### config.mk
export PLATFORM = sky130hd
export DESIGN_NAME = nibble_serial_adder_flat
export DESIGN_NICKNAME = d
export VERILOG_FILES = /design/src/rtl/nibble_serial_adder_if.sv /design/src/rtl/nibble_serial_adder.sv /design/src/flat_wrapper.sv
export SDC_FILE = /design/constraint.sdc
export NUM_CORES = 1
export LEC_CHECK = 0
export ABC_AREA = 1
export BUFFER_PORTS_ARGS = -buffer_cell sky130_fd_sc_hd__buf_4
export CAP_MARGIN = 20
export CORE_UTILIZATION = 25
export CTS_CLUSTER_SIZE = 28
export DETAILED_ROUTE_END_ITERATION = 7
export PLACE_DENSITY = 0.43
export SYNTH_ARGS = -nofsm -noshare
export SYNTH_HDL_FRONTEND = slang
export SYNTH_SLANG_ARGS = --single-unit
### constraint.sdc
create_clock -name clk -period 2.1 [get_ports clk]
set_input_delay 0.105 -clock clk [delete_from_list [all_inputs] [get_ports clk]]
set_output_delay 0.105 -clock clk [all_outputs]
set_load 0.02 [all_outputs]
### src/rtl/nibble_serial_adder_if.sv
// Request/response bundle between the issue stage, the serial adder and writeback.
// Latency: none (wires only). Backpressure: valid/ready on both the request and the response side.
// master = issue/writeback side, slave = adder.
interface nibble_serial_adder_if #(
  parameter int WIDTH = 32
);
  logic             in_valid;
  logic             in_ready;
  logic [WIDTH-1:0] in_a;
  logic [WIDTH-1:0] in_b;
  logic             in_sub;
  logic             out_valid;
  logic             out_ready;
  logic [WIDTH-1:0] out_sum;
  logic             out_carry;
  logic             out_overflow;
  logic             out_zero;

  modport master (
    output in_valid, in_a, in_b, in_sub, out_ready,
    input  in_ready, out_valid, out_sum, out_carry, out_overflow, out_zero
  );

  modport slave (
    input  in_valid, in_a, in_b, in_sub, out_ready,
    output in_ready, out_valid, out_sum, out_carry, out_overflow, out_zero
  );
endinterface

### src/rtl/nibble_serial_adder.sv
// Serial WIDTH-bit add/sub, one carry-lookahead nibble per cycle; NIBBLE_ADDER_FLAGS_EN adds overflow/zero flags.
// Latency: WIDTH/4 cycles from accept to out_valid; one operation per WIDTH/4+2 cycles.
// Backpressure: result held in DONE until out_ready; in_ready only in IDLE, so no back-to-back accept.
module nibble_serial_adder #(
  parameter int WIDTH = 32
) (
  input  logic                 clk,
  input  logic                 rst_n,
  nibble_serial_adder_if.slave bus
);
  localparam int N  = WIDTH / 4;
  localparam int IW = (N > 1) ? $clog2(N) : 1;
  localparam logic [IW-1:0] LAST = IW'(N - 1);

  typedef enum logic [1:0] {IDLE, BUSY, DONE} state_t;

  state_t           state_q, state_d;
  logic [WIDTH-1:0] a_q, b_q, res_q, res_d, sum_q;
  logic [IW-1:0]    idx_q;
  logic             cy_q, carry_q;
  logic             accept, step, last;
  logic             in_rdy, out_vld;

  logic [3:0] na, nb, p, g, ns;
  logic [4:0] c;

  assign accept = (state_q == IDLE) && bus.in_valid;
  assign step   = (state_q == BUSY);
  assign last   = step && (idx_q == LAST);

  // State register
  always_ff @(posedge clk or negedge rst_n) begin
    if (!rst_n) state_q <= IDLE;
    else        state_q <= state_d;
  end

  // Next-state logic
  always_comb begin
    state_d = state_q;
    case (state_q)
      IDLE:    if (bus.in_valid)   state_d = BUSY;
      BUSY:    if (idx_q == LAST)  state_d = DONE;
      DONE:    if (bus.out_ready)  state_d = IDLE;
      default:                     state_d = IDLE;
    endcase
  end

  // Handshake outputs decode straight from state
  always_comb begin
    in_rdy  = (state_q == IDLE);
    out_vld = (state_q == DONE);
  end

  assign bus.in_ready  = in_rdy;
  assign bus.out_valid = out_vld;

  // Carry-lookahead nibble slice on the current index
  always_comb begin
    na   = a_q[{idx_q, 2'b00} +: 4];
    nb   = b_q[{idx_q, 2'b00} +: 4];
    p    = na ^ nb;
    g    = na & nb;
    c[0] = cy_q;
    c[1] = g[0] | (p[0] & c[0]);
    c[2] = g[1] | (p[1] & g[0]) | (p[1] & p[0] & c[0]);
    c[3] = g[2] | (p[2] & g[1]) | (p[2] & p[1] & g[0]) | (p[2] & p[1] & p[0] & c[0]);
    c[4] = g[3] | (p[3] & g[2]) | (p[3] & p[2] & g[1]) | (p[3] & p[2] & p[1] & g[0])
         | (&p & c[0]);
    ns   = p ^ c[3:0];
    res_d = res_q;
    res_d[{idx_q, 2'b00} +: 4] = ns;
  end

  always_ff @(posedge clk or negedge rst_n) begin
    if (!rst_n) begin
      a_q     <= '0;
      b_q     <= '0;
      res_q   <= '0;
      sum_q   <= '0;
      idx_q   <= '0;
      cy_q    <= 1'b0;
      carry_q <= 1'b0;
    end else if (accept) begin
      a_q   <= bus.in_a;
      b_q   <= bus.in_sub ? ~bus.in_b : bus.in_b;
      cy_q  <= bus.in_sub;
      idx_q <= '0;
    end else if (step) begin
      res_q <= res_d;
      cy_q  <= c[4];
      idx_q <= idx_q + 1'b1;
      // Visible outputs only move on the edge that enters DONE
      if (last) begin
        sum_q   <= res_d;
        carry_q <= c[4];
      end
    end
  end

  assign bus.out_sum   = sum_q;
  assign bus.out_carry = carry_q;

`ifdef NIBBLE_ADDER_FLAGS_EN
  logic nz_q, ovf_q, zero_q;

  always_ff @(posedge clk or negedge rst_n) begin
    if (!rst_n) begin
      nz_q   <= 1'b0;
      ovf_q  <= 1'b0;
      zero_q <= 1'b0;
    end else if (accept) begin
      nz_q <= 1'b0;
    end else if (step) begin
      nz_q <= nz_q | (|ns);
      // Carry into vs. out of the sign bit gives signed overflow
      if (last) begin
        ovf_q  <= c[3] ^ c[4];
        zero_q <= ~(nz_q | (|ns));
      end
    end
  end

  assign bus.out_overflow = ovf_q;
  assign bus.out_zero     = zero_q;
`else
  assign bus.out_overflow = 1'b0;
  assign bus.out_zero     = 1'b0;
`endif

endmodule

### src/flat_wrapper.sv
// flat-port wrapper written by rule: the top's interface ports become plain ports
module nibble_serial_adder_flat 
#(
  parameter int WIDTH = 32
)
  (clk, rst_n, bus_in_valid, bus_in_a, bus_in_b, bus_in_sub, bus_out_ready, bus_in_ready, bus_out_valid, bus_out_sum, bus_out_carry, bus_out_overflow, bus_out_zero);
  nibble_serial_adder_if #(.WIDTH(WIDTH)) bus_i ();
  input  logic clk;
  input  logic rst_n;
  input wire logic [$bits(bus_i.in_valid)-1:0] bus_in_valid;
  input wire logic [$bits(bus_i.in_a)-1:0] bus_in_a;
  input wire logic [$bits(bus_i.in_b)-1:0] bus_in_b;
  input wire logic [$bits(bus_i.in_sub)-1:0] bus_in_sub;
  input wire logic [$bits(bus_i.out_ready)-1:0] bus_out_ready;
  output wire logic [$bits(bus_i.in_ready)-1:0] bus_in_ready;
  output wire logic [$bits(bus_i.out_valid)-1:0] bus_out_valid;
  output wire logic [$bits(bus_i.out_sum)-1:0] bus_out_sum;
  output wire logic [$bits(bus_i.out_carry)-1:0] bus_out_carry;
  output wire logic [$bits(bus_i.out_overflow)-1:0] bus_out_overflow;
  output wire logic [$bits(bus_i.out_zero)-1:0] bus_out_zero;
  assign bus_i.in_valid = bus_in_valid;
  assign bus_i.in_a = bus_in_a;
  assign bus_i.in_b = bus_in_b;
  assign bus_i.in_sub = bus_in_sub;
  assign bus_i.out_ready = bus_out_ready;
  assign bus_in_ready = bus_i.in_ready;
  assign bus_out_valid = bus_i.out_valid;
  assign bus_out_sum = bus_i.out_sum;
  assign bus_out_carry = bus_i.out_carry;
  assign bus_out_overflow = bus_i.out_overflow;
  assign bus_out_zero = bus_i.out_zero;
  nibble_serial_adder #(.WIDTH(WIDTH)) u_core (.clk(clk), .rst_n(rst_n), .bus(bus_i));
endmodule
Yosys cells after proc, flatten, opt, wreduce, memory -nomap -nowiden
Index checks and enable logic that the tools add are counted.
{ "word_totals": {"ff_bits": 135, "inputBits": 69, "out_inout_bits": 37, "word_cells": 68} }
{ "classes": {"add_sub_neg": 2, "n_eq_ne": 6, "shifts": 4, "mux": 10, "bitwise_logic": 30, "n_reduce_logical": 8} }
{ "op_table": {"columns": ["op", "count"], "rows": [
  ["indexed part select 32 x 6 -> 4 bit", 2],
  ["bitwise mux 32 bit", 1],
  ["2-to-1 mux 32 bit", 1],
  ["inverter 32 bit", 1],
  ["variable shift 4 x 7 -> 32 bit, first input constant", 1],
  ["indexed part select 4 x 7 -> 32 bit", 1],
  ["AND 1 bit", 15],
  ["bitwise OR 1 bit", 10],
  ["XOR 4 bit", 2],
  ["negator 5 -> 7 bit", 1],
  ["2-to-1 mux 2 bit", 3],
  ["2-to-1 mux 3 bit", 2],
  ["inequality test 2 bit, second input constant", 3],
  ["one-hot mux 2 bit (3 select lines)", 1],
  ["AND reduction 3 bit", 2],
  ["AND 4 bit", 1],
  ["AND reduction 4 bit", 1],
  ["adder 3 x 1 -> 3 bit, second input constant", 1],
  ["equality test 3 bit, second input constant", 1],
  ["equality test 2 x 1 -> 1 bit, second input constant", 1],
  ["equality test 2 bit, second input constant", 1],
  ["logical AND 1 bit", 2],
  ["logical NOT 2 bit", 1],
  ["2-to-1 mux 1 bit", 2],
  ["other kinds (3)", 3]
]} }

Longest topological paths before layout
Gate-level depths: netlist of the first run.
{ "logic_depth": {"depth_word": 9, "depth_mapped": 15, "mapped_depth_nobuf": 14} }

Worst setup path before layout of the first run
No wires, ideal clock.
{ "synth_timing": {"path_kind": "register to register", "from": "register u_core.idx_q[0]", "to": "register u_core.res_q[5]", "setup_ns": 0.128, "t_arrival_ns": 2.140, "required_ns": 1.972, "setup_slack_ns": -0.168, "stages_incl_launch_ff": 12, "n_path_buf": 2, "period_less_slack_ns": 2.268, "path_cell_list": "dfrtp_1 -> buf_4 -> clkbuf_2 -> o21ai_0 -> o22ai_1 -> nand2_1 -> nand2_1 -> fa_1 -> xnor2_1 -> nand2_1 -> o21ai_0 -> o21ai_0"} }
{ "synth_via": {"elab_chain_cells": 9, "word_cells_on_any_way": 24, "classes_between": "add/sub (1); shift (4); mux (1); bitwise (18)"} }
{ "synth_lines": {"columns": ["item", "line", "text"], "rows": [
  ["start: declaration", "nibble_serial_adder.sv:19", "logic [IW-1:0] idx_q;"],
  ["start signal: assignment", "nibble_serial_adder.sv:91", "idx_q <= idx_q + 1'b1;"],
  ["indexed part select 32 x 6 -> 4 bit (on tied branches)", "nibble_serial_adder.sv:59, nibble_serial_adder.sv:60", null],
  ["XOR 4 bit or AND 4 bit (tied branches)", "nibble_serial_adder.sv:61, nibble_serial_adder.sv:62", null],
  ["AND 1 bit", "nibble_serial_adder.sv:66", "c[3] = g[2] | (p[2] & g[1]) | (p[2] & p[1] & g[0]) | (p[2] & p[1] & p[0] & c[0]);"],
  ["bitwise OR 1 bit or AND 1 bit (tied branches) (2 in a row)", "nibble_serial_adder.sv:66", null],
  ["bitwise OR 1 bit", "nibble_serial_adder.sv:66", null],
  ["XOR 4 bit", "nibble_serial_adder.sv:69", "ns = p ^ c[3:0];"],
  ["indexed part select 4 x 7 -> 32 bit", "nibble_serial_adder.sv:71", "res_d[{idx_q, 2'b00} +: 4] = ns;"],
  ["bitwise mux 32 bit *", "nibble_serial_adder.sv:71", null],
  ["end signal: assignment", "nibble_serial_adder.sv:89", "res_q <= res_d;"],
  ["end: declaration", "nibble_serial_adder.sv:18", "logic [WIDTH-1:0] a_q, b_q, res_q, res_d, sum_q;"]
]} }
Every way passes the cells marked *; elsewhere a longest branch is shown, timed or not.
A chain may end at the register's enable or synchronous reset.

Worst setup path after layout of the first run
{ "layout_timing": {"from": "register u_core.idx_q[0]", "to": "register u_core.res_q[11]"} }
The elaborated chain is that of the path after synthesis.

==> results of run 1 <==
==> what timing repair did <==
action / in CTS / in global routing
hold endpoints to repair: 109 / 0
resized for setup: 170 / 11
gates cloned: 2 / 0
hold buffers: 64 / 0
endpoints found under the setup margin: 66 / 66
pin swaps: 52 / 2
buffers inserted: 19 / 0
==> sequential cells by signal (all words and copies together), names as in the netlist <==
signal and cells:
u_core.b_q 32, u_core.cy_q 1, u_core.idx_q 3, u_core.res_q 32
u_core.bus.out_sum 32, u_core.a_q 32, u_core.bus.out_carry 1, u_core.state_q 2
==> path summary, 6_finish.rpt <==
kind,cells past startpoint,from,endpoint,slack (ns)
worst max-delay path,14,u_core.idx_q[0],u_core.res_q[11],-0.22
worst max register to register,14,u_core.idx_q[0],u_core.res_q[11],-0.22
worst min register to register,2,u_core.res_q[2],u_core.res_q[2],0.47
max in group asynchronous,3,rst_n,u_core.a_q[5],1.18
worst min-delay path,3,bus_in_b[26],u_core.b_q[26],0.01
min in group asynchronous,2,rst_n,u_core.bus.out_sum[17],0.20
==> cell type report <==
class | count | area, um^2
fill | 2547 | 15270
multi-input combinational | 583 | 3336
tap | 330 | 412.9
inverter | 30 | 122.6
clock inverter | 11 | 98.84
clock buffer | 21 | 480.5
sequential | 135 | 3379
timing repair buffer | 242 | 2227
==> synthesized netlist by cell type (5+ instances only) <==
cell type / instances / area (um^2)
o22ai_1: 17 / 106.4
buf_2: 20 / 100.1
nor2_1: 47 / 176.4
clkbuf_1: 16 / 60.06
o21ai_1: 14 / 70.07
inv_1: 24 / 90.09
nand3_1: 55 / 275.3
nand2_1: 275 / 1032
xnor2_1: 33 / 289.0
o21ai_0: 109 / 545.5
inv_2: 5 / 18.77
buf_4: 5 / 37.54
ha_1: 9 / 112.6
dfrtp_1: 135 / 3378
nor2_4: 5 / 56.30
==> metal layers <==
metal	share of wire (%)	vias up	global-route usage, %
li1	-	3012	-
met1	49	2718	20.32
met2	47	110	24.39
met4	1.2	0	4.545
met3	2.9	17	2.793
met5	0	-	0
==> kinds of logic (layout without fill, tap and decap cells) <==
family | count (synthesis) | count (layout) | share of synthesized area, %
fa+ha+maj | 10 | 10 | 2.046
xor+xnor | 33 | 33 | 4.459
simple gates | 397 | 397 | 25.21
buf+inv | 72 | 304 | 4.864
other cells | 1 | 2 | 0.05785
compound gates | 141 | 141 | 11.25
flops | 135 | 135 | 52.11
==> power by group through the flow <==
stage | combinational [mW] | sequential [mW] | clock, mW
2_1_floorplan | 4.80 | 4.59 | 0
5_1_grt | 12.5 | 4.73 | 3.11
3_3_place_gp | 8.22 | 4.55 | 0
4_1_cts | 11.4 | 4.57 | 3.01
6_report | 11.4 | 4.57 | 2.92
3_5_place_dp | 8.32 | 4.53 | 0
==> worst register-to-register path, stage by stage, from the launching register on <==
cell and delay, ns:
dfrtp_2 0.43, inv_6 0.07, buf_12 0.13, buf_16 0.14, buf_4 0.14, o21ai_0 0.15, o22ai_1 0.10, nand2_1 0.06
nand2_1 0.09, ha_1 0.39, inv_1 0.13, nand2_8 0.14, nand3_2 0.11, nand3_1 0.08, nand2_1 0.05
==> flow_metrics.tcl, run 1 <==
set metrics [dict create \
    outcome "finished, violations left" \
    violations "negative setup slack" \
    final-hold-violation-count 0 \
    critPathLaunchType "register" \
    place_area_um2 8009 \
    tightest_slew_ns 0.5272 \
    clock_path_buffers 2 \
    grt_pass1_vias 5817 \
    synth_cells 789 \
    drt.antenna.violating_nets 0 \
    cts_tree "built" \
    slowest_stage "dfrtp_2" \
    grt_max_degree 76 \
    cpPeakStageDelay_ns 0.43 \
    end_kind "register" \
    swShare_pct 43.98 \
    finalInstanceArea_um2 10060 \
    pin_count 106 \
    diodes 0 \
    drt-initial-drc-count 372 \
    core_area_um2 25330 \
    critical_path.top_delay_family "buffers and inverters" \
    die_w_um 163.0 \
    timing.critical_path.mode_cell "nand2_1" \
    path_buf_inv 5 \
    drive_above_1_share_pct 32.88 \
    relSlewSlack_pct 64.85 \
    hold_class "input port to register" \
    drc_errors 0 \
    gp_congestion 0.7268 \
    dp_cells 1236 \
    drt_first_pass_iters 4 \
    htree_levels 4 \
    crit_type "register to register" \
    numClockSinks 135 \
    setup_tns_ns -8.464 \
    cap_violations 0 \
    post-route-util_pct 39.71 \
    drt-wirelength-per-cell_um 13.86 \
    die_area_um2 26580 \
    path_cells "inv_6 > buf_12 > buf_16 > buf_4 > o21ai_0 > o22ai_1 > nand2_1 > nand2_1 > ha_1 > inv_1 > nand2_8 > nand3_2 > nand3_1 > nand2_1" \
    num_vias 5857 \
    grt_pass1_wl_um 30910 \
    cts.clk_slew.worst_paths_ns 0.06 \
    grt_antenna_before_repair 0 \
    final_common_cell "nand2_1" \
    hpwl_um 12720 \
    p_int_mw 10.57 \
    power_mw 18.87 \
    ys.flop_type "dfrtp_1" \
    p_comb_share_pct 60.3 \
    dp_slack_ns -0.3784 \
    ys_async_sr_fraction_pct 100.0 \
    syn_to_final_growth_pct 55.14 \
    ys_types 26 \
    setup_viol 66 \
    numCtsBuffers 17 \
    clk_root_buffer_cell "clkbuf_16" \
    avgSynthCellArea_um2 8.216 \
    final_cell_mix "251 x nand2_1, 148 x buf_4, 134 x dfrtp_1" \
    ys_seq_area_share_pct 52.11 \
    slew_violations 0 \
    max_clock_freq_ghz 0.4306 \
    totalWireLength_um 18740 \
    grt_usage_pct 15.07 \
    syn_area_um2 6482 \
    hold_ws_ns 0.01282 \
    layoutNonFillerInstCount 1352 \
    rsz0062_at_grt "true" \
    crit_path_max_fanout 8 \
    ir_drop_mv 1.062 \
    initial_utilization_pct 25.60 \
    nNetsFinal 1088 \
    powerDensity_nw_per_um2 1876 \
    yosysWarnings 0 \
    ys_seq_elements 135 \
    fin_skew_ns 0.009604 \
    layout_setup_ws_ns -0.2222 \
    port_buffers 103 \
    p_leak_nw 4.717 \
    worstPathRequired_ns 2.40 \
    finalCritPeriodShare_pct 110.6 \
    gr-total-overflow 0 \
    post-route-min-period_ns 2.322 \
    clk_latency_ns 0.42 \
    via_per_inst 4.332 \
    synth_edf_count 0 \
    p_seq_share_pct 24.2 \
    switching_power_mw 8.299 \
    crit_arrival_ns 2.62 \
    clkPwrFrac_pct 15.5 \
    die_h_um 163.0 \
    rows 58 \
]
Note: power is estimated with default switching activity, not from simulation.
==> run 2: changes to the inputs <==
--- a/config.mk
+++ b/config.mk
@@ -11,7 +11,7 @@
 export CORE_UTILIZATION = 25
 export CTS_CLUSTER_SIZE = 28
 export DETAILED_ROUTE_END_ITERATION = 7
-export PLACE_DENSITY = 0.43
+export PLACE_DENSITY = 0.42
 export SYNTH_ARGS = -nofsm -noshare
 export SYNTH_HDL_FRONTEND = slang
 export SYNTH_SLANG_ARGS = --single-unit
==> constraint.sdc (replaced) <==
create_clock -name clk -period 2.25 [get_ports clk]
set_input_delay 0.1125 -clock clk [delete_from_list [all_inputs] [get_ports clk]]
set_output_delay 0.1125 -clock clk [all_outputs]
set_load 0.02 [all_outputs]
==> flow_metrics.tcl, run 2 (synthesis gave the netlist of run 1 again) <==
set metrics [dict create \
    outcome "finished, violations left" \
    violations "negative setup slack" \
    worstPathRequired_ns 2.54 \
    worstRegToRegCells 13 \
    relSlewSlack_pct 38.98 \
    setup_tns_ns -1.421 \
    place_area_um2 7939 \
    cts.clk_slew.worst_paths_ns 0.06 \
    clock_path_buffers 2 \
    die_w_um 163.0 \
    clk_root_buffer_cell "clkbuf_16" \
    grt_pass1_wl_um 30540 \
    gp_congestion 0.7383 \
    post-route-util_pct 38.48 \
    nNetsFinal 1068 \
    setup_viol 47 \
    drt_first_pass_iters 4 \
    grt_usage_pct 14.87 \
    port_buffers 103 \
    drc_errors 0 \
    critPathLaunchType "register" \
    reg2reg_slack_ns -0.07 \
    syn_to_final_growth_pct 50.36 \
    via_per_inst 4.366 \
    end_kind "register" \
    power_mw 16.93 \
    die_h_um 163.0 \
    core_area_um2 25330 \
    dp_slack_ns -0.1917 \
    drt-wirelength-per-cell_um 14.37 \
    gr-total-overflow 0 \
    hold_path_startpoint "bus_in_b[10]" \
    layoutNonFillerInstCount 1332 \
    cap_violations 0 \
    p_leak_nw 4.616 \
    clk_latency_ns 0.43 \
    numClockSinks 135 \
    finalInstanceArea_um2 9747 \
    final_cell_mix "251 x nand2_1, 134 x dfrtp_1, 133 x buf_4" \
    r2r-start "u_core.idx_q[0]" \
    totalWireLength_um 19140 \
    die_area_um2 26580 \
    crit_type "register to register" \
    final-hold-violation-count 0 \
    htree_levels 4 \
    rows 58 \
    grt_antenna_before_repair 0 \
    hpwl_um 12470 \
    num_vias 5816 \
    drt.antenna.violating_nets 0 \
    rr_endpoint "u_core.res_q[1]" \
    tightest_slew_ns 0.9153 \
    drt-initial-drc-count 290 \
    cpPeakStageDelay_ns 0.43 \
    min_to "u_core.b_q[10]" \
    final_common_cell "nand2_1" \
    slowest_stage "dfrtp_2" \
    max_clock_freq_ghz 0.4310 \
    powerDensity_nw_per_um2 1737 \
    rsz0062_at_grt "true" \
    diodes 0 \
    hold_depth 3 \
    drive_above_1_share_pct 29.94 \
    cts_tree "built" \
    grt_max_degree 98 \
    initial_utilization_pct 25.60 \
    post-route-min-period_ns 2.320 \
    finalCritPeriodShare_pct 103.1 \
    ir_drop_mv 1.042 \
    hold_class "input port to register" \
    slew_violations 0 \
    crit_path_max_fanout 8 \
    crit_arrival_ns 2.61 \
    hold_ws_ns 0.02168 \
    grt_pass1_vias 5736 \
    dp_cells 1230 \
    fill_cells 2580 \
    pin_count 106 \
    numCtsBuffers 17 \
    path_cells "inv_4 > buf_12 > buf_8 > o21ai_2 > o22ai_2 > nand2_1 > nand2_2 > fa_2 > xnor2_2 > buf_6 > nand2_2 > o21ai_2 > o21ai_1" \
    fin_skew_ns 0.01212 \
    layout_setup_ws_ns -0.07000 \
]
==> run 2: critical path, delay by kind of cell (launching register included) <==
family | cells | cell delay, ns
simple gates | 3 | 0.24
fa+ha+maj | 1 | 0.41
flops | 1 | 0.43
buf+inv | 4 | 0.54
compound gates | 4 | 0.37
xor+xnor | 1 | 0.18
==> run 2: worst max-delay path by stage <==
stage	endpoint	cells after the start	slack, ns	from
floorplan	u_core.res_q[11]	14	0.05	u_core.idx_q[0]
global placement	u_core.res_q[12]	12	-0.17	u_core.idx_q[0]
detailed placement	u_core.res_q[12]	12	-0.19	u_core.idx_q[0]
CTS	u_core.bus.out_sum[31]	15	-0.06	u_core.idx_q[0]
global route	u_core.bus.out_sum[5]	13	-0.20	u_core.idx_q[0]
finish	u_core.res_q[1]	13	-0.07	u_core.idx_q[0]
==> run 2: timing repair <==
item / 4_1_cts / 5_1_grt
pin swaps: 10 / 19
setup endpoints to repair: 64 / 66
gates cloned: 1 / 1
endpoints found under the hold margin: 118 / 0
setup buffers: 3 / 0
resized for setup: 90 / 88
hold buffers: 65 / 0
==> run 2: power breakdown <==
group | leakage (nW) | internal, mW | switching [mW]
combinational | 2.62 | 4.20 | 5.69
sequential | 1.71 | 3.54 | 0.696
clock | 0.287 | 1.67 | 1.14
total | 4.62 | 9.41 | 7.52
==> run 2: final cells by class <==
class                      instances  area, um^2  area share [%]
sequential                       135        3379           34.67
multi-input combinational        583        3243           33.27
timing repair buffer             222        2002           20.54
clock inverter                    14       147.6           1.515
inverter                          30       122.6           1.258
clock buffer                      18       439.2           4.506
tap                              330       412.9           4.236
==> run 2: layer usage <==
metal,part of all wire [%],GRT usage (%),vias to the layer above
li1,-,-,2965
met1,49,20.38,2738
met2,47,23.98,100
met3,3.1,2.616,13
met4,0.85,4.078,0
met5,0,0,-
==> run 3: changes to the inputs <==
==> constraint.sdc (replaced) <==
create_clock -name clk -period 2.25 [get_ports clk]
set_input_delay 0.45 -clock clk [delete_from_list [all_inputs] [get_ports clk]]
set_output_delay 0.45 -clock clk [all_outputs]
set_load 0.02 [all_outputs]
==> flow_metrics.tcl, run 3 (synthesis gave the netlist of run 1 again) <==
set metrics [dict create \
    totalWireLength_um 18230 \
    cpPeakStageDelay_ns 0.46 \
    layout_setup_ws_ns -0.05284 \
    swShare_pct 44.31 \
    slew_violations 0 \
    final-hold-violation-count 0 \
    dp_cells 1228 \
    critPathLaunchType "register" \
    post-route-util_pct 35.75 \
    clock_path_buffers 2 \
    drt-wirelength-per-cell_um 14.34 \
    crit_type "register to register" \
    outcome "finished, violations left" \
    gp_congestion 0.7462 \
    crit_arrival_ns 2.61 \
    rr_endpoint "u_core.bus.out_sum[3]" \
    drc_errors 0 \
    worstPathRequired_ns 2.56 \
    die_w_um 163.0 \
    min_to "u_core.state_q[1]" \
    fill_cells 2610 \
    slowest_stage "dfrtp_2" \
    clk_latency_ns 0.42 \
    drt.antenna.violating_nets 0 \
    p_leak_nw 4.274 \
    grt_usage_pct 14.55 \
    syn_to_final_growth_pct 39.66 \
    worstRegToRegCells 15 \
    rows 58 \
    final_common_cell "nand2_1" \
    initial_utilization_pct 25.60 \
    drt_first_pass_iters 5 \
    p_comb_share_pct 57.9 \
    max_clock_freq_ghz 0.4342 \
    cap_violations 0 \
    hold_class "input port to register" \
    grt_max_degree 98 \
    via_per_inst 4.365 \
    p_int_mw 9.100 \
    worst-path-stages 15 \
    crit_path_max_fanout 8 \
    p_seq_share_pct 25.7 \
    ir_drop_mv 0.8032 \
    path_cells "inv_6 > buf_12 > nor2_1 > o22ai_1 > nand2_1 > nand2_2 > ha_1 > or2_0 > nand2_2 > nand2_2 > nand2_4 > buf_12 > nand3_1 > nand3_1 > nand2_1" \
    hold_depth 2 \
    port_buffers 103 \
    nNetsFinal 1007 \
    timing.critical_path.mode_cell "nand2_2" \
    die_area_um2 26580 \
    reg2reg_slack_ns -0.05 \
    cts_tree "built" \
    pin_count 106 \
    critical_path.top_delay_family "simple AND/OR/NAND/NOR gates" \
    fin_skew_ns 0.007748 \
    die_h_um 163.0 \
    hold_path_startpoint "bus_out_ready" \
    numCtsBuffers 17 \
    r2r-start "u_core.idx_q[0]" \
    path_buf_inv 3 \
    num_vias 5548 \
    grt_pass1_wl_um 29570 \
    violations "negative setup slack" \
    final_cell_mix "265 x nand2_1, 142 x buf_4, 134 x dfrtp_1" \
    htree_levels 4 \
    clk_root_buffer_cell "clkbuf_16" \
    drive_above_1_share_pct 29.65 \
    rsz0062_at_grt "true" \
    tightest_slew_ns 0.5048 \
    diodes 0 \
    grt_pass1_vias 5433 \
    clkPwrFrac_pct 16.4 \
    setup_viol 16 \
    switching_power_mw 7.240 \
    core_area_um2 25330 \
    finalCritPeriodShare_pct 102.3 \
    drt-initial-drc-count 269 \
    relSlewSlack_pct 66.35 \
    powerDensity_nw_per_um2 1805 \
    cts.clk_slew.worst_paths_ns 0.06 \
    layoutNonFillerInstCount 1271 \
    gr-total-overflow 0 \
    post-route-min-period_ns 2.303 \
    numClockSinks 135 \
    end_kind "register" \
    grt_antenna_before_repair 0 \
    hpwl_um 12610 \
]
==> run 3: changes by cell type in the layout (fill, tap and decap cells not counted), moves of 8 or more <==
cell,before,now
buf_6,14,6
nand3_4,1,9
buf_4,133,142
dlygate4sd3_1,65,1
nand2_2,19,11
nand2_1,251,265
o21ai_0,60,70
==> run 3: through the flow <==
| step | hold slack (ns) | worst slack [ns] | setup TNS (ns) | area (um^2) | power, mW |
|---|---|---|---|---|---|
| floorplan | 0.1544 | 0.05263 | 0 | 6494 | 8.592 |
| global placement | 0.4296 | -0.1361 | -4.470 | 7936 | 11.88 |
| detailed placement | 0.4310 | -0.1883 | -5.679 | 7936 | 11.93 |
| CTS | 0.1931 | -0.06934 | -1.573 | 8782 | 15.69 |
| global route | 0.2002 | -0.1559 | -5.331 | 9054 | 17.73 |
| finish | 0.2124 | -0.05284 | -0.4030 | 9054 | 16.34 |
==> run 3: cell type report <==
type	count	area, um^2	area share (%)
flip-flops and latches	135	3379	37.33
inverters	30	122.6	1.354
clock buffers	21	460.4	5.086
clock inverters	11	101.3	1.119
well taps	330	412.9	4.561
repair buffers	161	1381	15.26
multi-input cells	583	3196	35.30
==> run 3: how the worst max path moves through the flow <==
| stage | startpoint | endpoint | slack (ns) |
|---|---|---|---|
| after floorplan | u_core.idx_q[0] | u_core.res_q[11] | 0.05 |
| after global placement | u_core.idx_q[0] | u_core.res_q[5] | -0.14 |
| after detailed placement | u_core.idx_q[0] | u_core.res_q[5] | -0.19 |
| after CTS | u_core.idx_q[0] | u_core.bus.out_sum[19] | -0.07 |
| after global routing | u_core.idx_q[0] | u_core.bus.out_sum[17] | -0.16 |
| final | u_core.idx_q[0] | u_core.bus.out_sum[3] | -0.05 |
==> run 3: power by group through the flow <==
stage	Clock [mW]	Sequential (mW)	Combinational, mW
after floorplan	0	4.28	4.31
after global placement	0	4.20	7.68
after detailed placement	0	4.19	7.75
after CTS	2.75	4.20	8.74
after global routing	2.86	4.35	10.5
final	2.67	4.21	9.46
==> run 3: what timing repair did <==
| item | 4_1_cts | 5_1_grt |
|---|---|---|
| endpoints found under the setup margin | 63 | 66 |
| gates resized for setup | 73 | 63 |
| buffers inserted | 4 | 4 |
| endpoints found under the hold margin | 41 | 0 |
| hold buffers | 1 | 0 |
| pin swaps | 11 | 15 |
| gates cloned | 3 | 0 |
==> run 3: metal layers <==
layer / wire length, um / GRT usage (%)
met1: 8914 / 19.56
met2: 8416 / 23.27
met3: 659 / 3.606
met4: 240 / 3.696
met5: 0 / 0
